--- src/rtl/rapids_wb_pkg.sv ---
// rapids_wb_pkg: shared types and constants for the ALU writeback block.
//   WB_WIDTH / WB_REG_BITS / WB_DEPTH : default data width, register-number width,
//                                       queue depth
//   wb_entry_t                        : one queued ALU result pair
//   wb_state_t                        : drain FSM states
//   y2_live / has_write               : which halves of an entry produce a write
package rapids_wb_pkg;

  localparam int WB_WIDTH    = 32;
  localparam int WB_REG_BITS = 5;
  localparam int WB_DEPTH    = 4;

  typedef struct packed {
    logic [WB_WIDTH-1:0]    y1;
    logic [WB_WIDTH-1:0]    y2;
    logic [WB_REG_BITS-1:0] rd1;
    logic [WB_REG_BITS-1:0] rd2;
    logic                   dual;
  } wb_entry_t;

  typedef enum logic [1:0] {
    WB_IDLE = 2'd0,
    WB_WR1  = 2'd1,
    WB_WR2  = 2'd2
  } wb_state_t;

  // Y2 is written only for dual entries and never to register 0.
  function automatic logic y2_live(input wb_entry_t e);
    return e.dual && (e.rd2 != '0);
  endfunction

  // An entry whose every half targets register 0 writes nothing.
  function automatic logic has_write(input wb_entry_t e);
    return (e.rd1 != '0) || y2_live(e);
  endfunction

endpackage

--- src/rtl/wb_fifo.sv ---
// wb_fifo: DEPTH-entry circular buffer of wb_entry_t.
//   clk, rst_n     : clock, synchronous active-low reset
//   push, entry_in : write entry_in at the tail
//   pop            : retire the head (caller guarantees count != 0)
//   head           : oldest entry
//   next_head      : entry behind the head (valid when count >= 2)
//   count          : entries held
//   rd_ptr, mem    : raw storage view, used by the bypass lookup
// Push while full is never requested by the caller.
module wb_fifo
  import rapids_wb_pkg::*;
#(
  parameter int DEPTH = WB_DEPTH,
  parameter int PW    = $clog2(DEPTH),
  parameter int CW    = $clog2(DEPTH) + 1
) (
  input  logic                   clk,
  input  logic                   rst_n,
  input  logic                   push,
  input  wb_entry_t              entry_in,
  input  logic                   pop,
  output wb_entry_t              head,
  output wb_entry_t              next_head,
  output logic [CW-1:0]          count,
  output logic [PW-1:0]          rd_ptr,
  output wb_entry_t [DEPTH-1:0]  mem
);

  logic [PW-1:0] wr_ptr;

  assign head      = mem[rd_ptr];
  assign next_head = mem[rd_ptr + PW'(1)];

  // Pointers wrap naturally because DEPTH is a power of two; count tells
  // full apart from empty.
  always_ff @(posedge clk) begin
    if (!rst_n) begin
      wr_ptr <= '0;
      rd_ptr <= '0;
      count  <= '0;
    end else begin
      if (push) begin
        mem[wr_ptr] <= entry_in;
        wr_ptr      <= wr_ptr + PW'(1);
      end
      if (pop) begin
        rd_ptr <= rd_ptr + PW'(1);
      end
      case ({push, pop})
        2'b10:   count <= count + CW'(1);
        2'b01:   count <= count - CW'(1);
        default: count <= count;
      endcase
    end
  end

endmodule

--- src/rtl/alu_writeback.sv ---
// alu_writeback: buffers ALU Y1/Y2 result pairs and drains them one word per
// cycle into a single register-file write port.
//   clk, rst_n          : clock, synchronous active-low reset
//   in_valid/in_ready   : result pair offered / queue can accept
//   in_y1, in_y2        : result words
//   in_rd1, in_rd2      : destinations of Y1 and Y2
//   in_dual             : 1 writes both words, 0 writes Y1 only
//   wr_en/wr_addr/wr_data/wr_ack : register-file write port
//   busy, count         : queue non-empty or write pending / entries held
//   byp_addr/byp_hit/byp_data    : pending-write lookup (macro WB_BYPASS_EN)
// Handshake: a pair is taken on a rising edge where in_valid && in_ready;
// in_ready comes from registered state only, so a pop on the same edge never
// frees room for a push. A write completes on an edge where wr_en && wr_ack;
// without wr_ack, wr_en/wr_addr/wr_data hold their values.
// Optional macro: WB_BYPASS_EN adds the byp_* ports and match logic.
module alu_writeback
  import rapids_wb_pkg::*;
#(
  parameter int WIDTH    = WB_WIDTH,
  parameter int REG_BITS = WB_REG_BITS,
  parameter int DEPTH    = WB_DEPTH
) (
  input  logic                       clk,
  input  logic                       rst_n,
  input  logic                       in_valid,
  output logic                       in_ready,
  input  logic [WIDTH-1:0]           in_y1,
  input  logic [WIDTH-1:0]           in_y2,
  input  logic [REG_BITS-1:0]        in_rd1,
  input  logic [REG_BITS-1:0]        in_rd2,
  input  logic                       in_dual,
  output logic                       wr_en,
  output logic [REG_BITS-1:0]        wr_addr,
  output logic [WIDTH-1:0]           wr_data,
  input  logic                       wr_ack,
  output logic                       busy,
`ifdef WB_BYPASS_EN
  input  logic [REG_BITS-1:0]        byp_addr,
  output logic                       byp_hit,
  output logic [WIDTH-1:0]           byp_data,
`endif
  output logic [$clog2(DEPTH):0]     count
);

  localparam int PW = $clog2(DEPTH);
  localparam int CW = $clog2(DEPTH) + 1;

  wb_state_t             state_q, state_d;
  wb_entry_t             entry_in, head, next_head, cand;
  wb_entry_t [DEPTH-1:0] mem;
  logic [PW-1:0]         rd_ptr;
  logic                  push, pop, load, ready_q;
  logic                  en_d;
  logic [REG_BITS-1:0]   addr_d;
  logic [WIDTH-1:0]      data_d;

  assign entry_in = '{y1: in_y1, y2: in_y2, rd1: in_rd1, rd2: in_rd2, dual: in_dual};
  // ready_q is low only during reset so in_ready reads 0 while rst_n is low.
  assign in_ready = ready_q && (count < CW'(DEPTH));
  assign push     = in_valid && in_ready;
  assign busy     = (count != '0) || wr_en;

  wb_fifo #(.DEPTH(DEPTH)) u_fifo (
    .clk       (clk),
    .rst_n     (rst_n),
    .push      (push),
    .entry_in  (entry_in),
    .pop       (pop),
    .head      (head),
    .next_head (next_head),
    .count     (count),
    .rd_ptr    (rd_ptr),
    .mem       (mem)
  );

  // Drain FSM. When an entry retires, the entry behind it is loaded on the
  // same edge so back-to-back entries need no idle cycle. Halves aimed at
  // register 0 are skipped when choosing what to present; an entry with no
  // live half is popped from IDLE without raising wr_en.
  always_comb begin
    state_d = state_q;
    en_d    = wr_en;
    addr_d  = wr_addr;
    data_d  = wr_data;
    pop     = 1'b0;
    load    = 1'b0;
    cand    = head;
    case (state_q)
      WB_IDLE: begin
        if (count != '0) begin
          if (has_write(head)) load = 1'b1;
          else                 pop  = 1'b1;
        end
      end
      WB_WR1, WB_WR2: begin
        if (wr_ack) begin
          if (state_q == WB_WR1 && y2_live(head)) begin
            state_d = WB_WR2;
            addr_d  = head.rd2;
            data_d  = head.y2;
          end else begin
            pop = 1'b1;
            if (count > CW'(1) && has_write(next_head)) begin
              load = 1'b1;
              cand = next_head;
            end else begin
              state_d = WB_IDLE;
              en_d    = 1'b0;
            end
          end
        end
      end
      default: begin
        state_d = WB_IDLE;
        en_d    = 1'b0;
      end
    endcase
    if (load) begin
      en_d = 1'b1;
      if (cand.rd1 != '0) begin
        state_d = WB_WR1;
        addr_d  = cand.rd1;
        data_d  = cand.y1;
      end else begin
        state_d = WB_WR2;
        addr_d  = cand.rd2;
        data_d  = cand.y2;
      end
    end
  end

  always_ff @(posedge clk) begin
    if (!rst_n) begin
      state_q <= WB_IDLE;
      wr_en   <= 1'b0;
      wr_addr <= '0;
      wr_data <= '0;
      ready_q <= 1'b0;
    end else begin
      state_q <= state_d;
      wr_en   <= en_d;
      wr_addr <= addr_d;
      wr_data <= data_d;
      ready_q <= 1'b1;
    end
  end

`ifdef WB_BYPASS_EN
  // Scan oldest to youngest so a later match overrides an earlier one; within
  // an entry Y2 is checked after Y1. The head's Y1 is already written once
  // the FSM is in WR2, so it no longer counts as pending.
  always_comb begin
    byp_hit  = 1'b0;
    byp_data = '0;
    for (int i = 0; i < DEPTH; i++) begin
      if (CW'(i) < count) begin
        if (mem[rd_ptr + PW'(i)].rd1 != '0 && mem[rd_ptr + PW'(i)].rd1 == byp_addr &&
            !(i == 0 && state_q == WB_WR2)) begin
          byp_hit  = 1'b1;
          byp_data = mem[rd_ptr + PW'(i)].y1;
        end
        if (y2_live(mem[rd_ptr + PW'(i)]) && mem[rd_ptr + PW'(i)].rd2 == byp_addr) begin
          byp_hit  = 1'b1;
          byp_data = mem[rd_ptr + PW'(i)].y2;
        end
      end
    end
  end
`else
  logic unused_view;
  assign unused_view = ^{mem, rd_ptr};
`endif

endmodule

--- config.mk ---
export PLATFORM = sky130hd
export DESIGN_NAME = alu_writeback
export DESIGN_NICKNAME = d
export VERILOG_FILES = /design/src/rtl/rapids_wb_pkg.sv /design/src/rtl/wb_fifo.sv /design/src/rtl/alu_writeback.sv
export SDC_FILE = /design/constraint.sdc
export NUM_CORES = 1
export LEC_CHECK = 0
export ABC_CLOCK_PERIOD_IN_PS = 6700
export BUFFER_PORTS_ARGS = -buffer_cell sky130_fd_sc_hd__buf_2
export CAP_MARGIN = 10
export CORE_AREA = 8 8 209 211
export DETAILED_ROUTE_END_ITERATION = 16
export DIE_AREA = 0 0 217 219
export SLEW_MARGIN = 40
export SYNTH_ARGS = -nofsm -noshare
export SYNTH_HDL_FRONTEND = slang
export SYNTH_HIERARCHICAL = 1
export SYNTH_SLANG_ARGS = --single-unit
--- constraint.sdc ---
create_clock -name clk -period 6.7 [get_ports clk]
set_input_delay 1.34 -clock clk [delete_from_list [all_inputs] [get_ports clk]]
set_output_delay 1.34 -clock clk [all_outputs]
set_load 0.05 [all_outputs]
; ---- Word level (Yosys, flattened, before mapping)
; Index checks and enable logic that the tools add are counted.
[classes]
n_addsub = 4
order_cmp = 6
n_eq_ne = 9
muxes = 45
reduce_logical = 26
[op_table]
columns = op, n
row1 = 75-bit two-way mux, 7
row2 = 75-bit binary-select mux with 2-bit select, 2
row3 = 300-bit bitwise mux, 1
row4 = 32-bit two-way mux, 5
row5 = 75-bit demux with 2-bit select, 1
row6 = 5-bit two-way mux, 5
row7 = 5-bit nonzero test, 5
row8 = 1-bit two-way mux, 14
row9 = 2-bit two-way mux, 5
row10 = "2-bit by 3-bit < comparator with 1-bit output, second input constant", 3
row11 = "3-bit inequality test, second input constant", 3
row12 = 2-bit nonzero test, 4
row13 = 1-bit logical AND, 7
row14 = 1-bit one-hot mux with 2 select lines, 3
row15 = 3-bit one-hot mux with 2 select lines, 1
row16 = 3-bit AND reduction, 2
row17 = "2-bit by 1-bit adder with 2-bit output, second input constant", 2
row18 = "2-bit by 1-bit equality test with 1-bit output, second input constant", 2
row19 = "2-bit equality test, second input constant", 2
row20 = "4-bit inequality test, second input constant", 1
row21 = 2-bit one-hot mux with 2 select lines, 1
row22 = 4-bit AND reduction, 1
row23 = "3-bit by 1-bit adder with 3-bit output, second input constant", 1
row24 = "3-bit by 1-bit > comparator with 1-bit output, second input constant", 1
row25 = other kinds (9), 11
[totals]
elab_cells = 118
ff_bits = 348

; ---- Depth between registers and ports, before layout
[depth]
ltp_word = 14
ltp_mapped = 13

; ---- Hierarchy
; The synthesis kept the hierarchy.
[by_module_without_submodules]
columns = mod, seq_area_each_um2, cells_each, area_each_um2, instances
row1 = wb_fifo, 9148.8, 526, 13032.5, 1
row2 = alu_writeback, 820.8, 403, 2905.3, 1

; ---- Worst setup path after synthesis
; Ideal clock, no wire load.
[synth_timing]
path_type = register to register
start = reg u_fifo.count[2]
end = reg, netlist name u_fifo/mem[0]
arrival_ps = 3485
setup_slack_ps = 2773
stages_incl_launch_ff = 4
path_buffers = 0
cell_sequence = dfxtp_1 -> nor2b_1 -> and2_1 -> and3_1
[synth_between]
elab_chain_cells = 4
[synth_lines]
columns = item, line
row1 = from (decl), wb_fifo.sv:24  ; output logic [CW-1:0] count,
row2 = from (signal assigned), wb_fifo.sv:50  ; 2'b10: count <= count + CW'(1);
row3 = from (signal assigned), wb_fifo.sv:51  ; 2'b01: count <= count - CW'(1);
row4 = from (signal assigned), wb_fifo.sv:52  ; default: count <= count;
row5 = 3-bit < comparator, alu_writeback.sv:59  ; assign in_ready = ready_q && (count < CW'(DEPTH));
row6 = 1-bit logical AND, alu_writeback.sv:59
row7 = named net in_ready, alu_writeback.sv:26  ; output logic in_ready,
row8 = 1-bit logical AND, alu_writeback.sv:60  ; assign push = in_valid && in_ready;
row9 = named net push, alu_writeback.sv:52  ; logic push, pop, load, ready_q;
row10 = 2-bit AND reduction (no line), --
; The timed path passes the listed nets, and every way through them passes these cells.
; A chain may end at the register's enable or synchronous reset.

==> metrics <==
run status=finished, final reports clean; busiest grt layer=met2; CTS tree=yes; R2R Path Start=u_fifo/rd_ptr[1]; latest clock arrival within the worst-skew pair=0.53 ns; placed cells=1520; crit end category=flop; Synth async-reset ratio=0%; final hold viol count=0; met1 Usage GRT=between 20% and 30%; num rows=74; die area=47500 sq um; # DRC=0; worst setup path endpoint=wr_data[30]; IO Port Bufs=121; Post-DP HPWL=23.2 mm; max_cap viols=0; Post-synth EDFFs=300; FILL cells=3540; top-count cell post-synth=edfxtp_1; Worst EP arrival=4.88 ns; Syn Area/Cell=17.2 sq um; Worst VDD drop=0.000205 V; antenna violations before repair=12; Buf/Inv on CP=2; CP max stage delay=0.79 ns; worst clock skew=0.0265 ns; most frequent CP cell=buf_4; hold_ws=0.474 ns; final setup violation count=0; first-pass GRT wire length=58.3 mm; FF/Latch Area=9980 sq um; Worst Tran Pin Value=approximately 0.85 ns; vias in the first global route=9389; clk buf depth=3; YS warnings=6; htree depth=2; path type of the worst setup path=flop to flop; Setup Fix Bufs, Post-CTS=0; Netlist Area Pre-Place=between 15000 and 20000 sq um; critical path depth=9; Initial DRC Count=816; Die W=217 microns; CP startpoint kind=flop; top_reg_cell synth=edfxtp_1; RSZ-0062 raised after global routing=false; Vert. Die Dim=219 microns; RR Endpoint=wr_data[30]; root buffer cell=clkbuf_16; met3 GRT Util=3.88%; Initial Util=39.5%; syn nets=~1000; hold_buf cts=0; post-synth top area share=56.5%; All-Layer GR Usage=between 10% and 20%; r2r worst-path depth=9; Yosys reg bits=348; crit share post-route=65.7%; worst min path class=flop to flop; core area=40400 sq um; Sink Count=348; Gate Count Post-Synth=929; worst path required time=7.18 ns; FMAX=0.227 GHz; global-route track usage on met2=25.4%; CP startpoint=u_fifo/rd_ptr[1]; I/O pin cnt=122; top cell types by occurrence after synthesis=edfxtp_1, mux4_2, a31oi_1; CP max FO=38; Vias/cell=slightly below 6; Worst-path clk slew=0.06 ns; Crit path max-delay family=compound AO/OA/AOI/OAI gates; DR vias=slightly above 9000; First-pass DRT Iterations=5; Pwr Density=roughly 350 nW/um^2; Max-slew headroom=43.6%; Slowest cell on crit path=a2111o_2; crit-path cells=mux4_2, or4_4, nor2_4, buf_4, a2111o_2, buf_4, o21ai_0, a22oi_1, o221a_2; final std cells w/o fill=1593; setup TNS=0 ns; largest net degree at the start of global routing=around 80; Num CTS Buffers=37; grt ovf=0; count of cell types in the netlist=52; post-detailed-route count of antenna-violating nets=0; Slew Limit Fails=0; r2r setup slk=2.30 ns; Leak Pwr=roughly 5.8 nW; Tot Pwr=approximately 6.4 mW; Total Wirelength=38.3 mm; Synth area leaders=edfxtp_1, mux4_2, dfxtp_1, a31oi_1, and3_1; fin crit period=4.40 ns; Post-CTS Resized=0; leading area contributor after synthesis=edfxtp_1; layout cells sized above 1=34.7%; Seq/Total Area, Yosys=62.6%; GP Congestion=0.785; P&R area growth vs syn=14.8%; Avg WL per Cell=24.0 microns; area taken by multi-input logic gates=5560 sq um; Layout Nets=1117
==> tightest hold or removal path, cell delays in order (launching register included) <==
cell and delay, ns:
dfxtp_1 0.31, nand2_1 0.05, o22ai_1 0.06
==> where the power goes <==
group / total (mW) / internal [mW] / leakage, nW / switching [mW]
Sequential: 2.59 / 2.49 / 3.11 / 0.107
Combinational: 1.85 / 0.672 / 2.10 / 1.18
Clock: 1.97 / 1.17 / 0.578 / 0.808
==> logic make-up (layout without fill, tap and decap cells) <==
family | count (synthesis) | in the layout | share of synthesized area (%)
compound gates | 177 | 177 | 7.03
mux | 157 | 157 | 21.7
flops | 348 | 348 | 62.6
buf+inv | 93 | 222 | 3.14
fa+ha+maj | 9 | 9 | 0.754
simple gates | 140 | 140 | 4.56
other cells | 0 | 3 | 0
xor+xnor | 5 | 5 | 0.275
==> final cells by class <==
class | count | share of cell area, %
Multi-Input combinational cell | 488 | 30.4
Sequential cell | 348 | 54.6
Antenna cell | 3 | 0.0410
Clock inverter | 16 | 0.691
Tap cell | 532 | 3.64
Timing Repair Buffer | 139 | 4.65
Inverter | 15 | 0.308
Clock buffer | 52 | 5.71
==> layer usage <==
layer | routed length (microns) | part of all wire [%]
met3 | 2700 | 7.0
met5 | 97 | 0.25
met4 | 669 | 1.7
met1 | 16600 | 43
met2 | 18300 | 48
==> worst min path at each step <==
stage,end,slack [ns],from,cells after the start
detailed placement,wr_data[31],0.47,wr_data[31],2
finish,wr_data[31],0.47,wr_data[31],2
global route,wr_data[31],0.49,wr_data[31],2
global placement,wr_data[31],0.46,wr_data[31],2
CTS,wr_data[31],0.48,wr_data[31],2
floorplan,state_q[1],0.48,state_q[1],2
==> cells in the final DEF, fill, tap and decap left out, types with 4 or more instances in the layout <==
master,instances
a211oi_1,4
a21oi_1,8
a31oi_1,93
and2_1,9
and3_1,29
and3_4,4
buf_12,5
buf_2,120
buf_4,11
clkbuf_1,11
clkbuf_16,39
clkinv_1,6
clkinv_2,7
dfxtp_1,46
edfxtp_1,300
ha_1,7
inv_1,15
mux2_2,6
mux4_2,150
nand2_1,39
nor2_1,8
nor3_1,31
o211ai_1,5
o21ai_0,39
o21bai_1,4
or3_1,6
==> registers in the layout, summed over array words and instances (netlist names) <==
| name | cells |
|---|---|
| ready_q | 1 |
| state_q | 2 |
| u_fifo/count | 3 |
| u_fifo/mem | 300 |
| u_fifo/rd_ptr | 2 |
| u_fifo/wr_ptr | 2 |
| wr_addr | 5 |
| wr_data | 32 |
| wr_en | 1 |
==> metrics by stage <==
step / setup WS, ns / utilization [%] / cell area [sq um]
floorplan: 2.77 / - / 15900
detailed placement: 2.25 / 42.3 / 17100
CTS: 2.24 / 45.2 / 18200
global placement: 2.30 / 42.0 / 16900
global route: 2.05 / 45.3 / 18300
finish: 2.30 / 45.3 / 18300
Note: power is estimated with default switching activity, not from simulation.
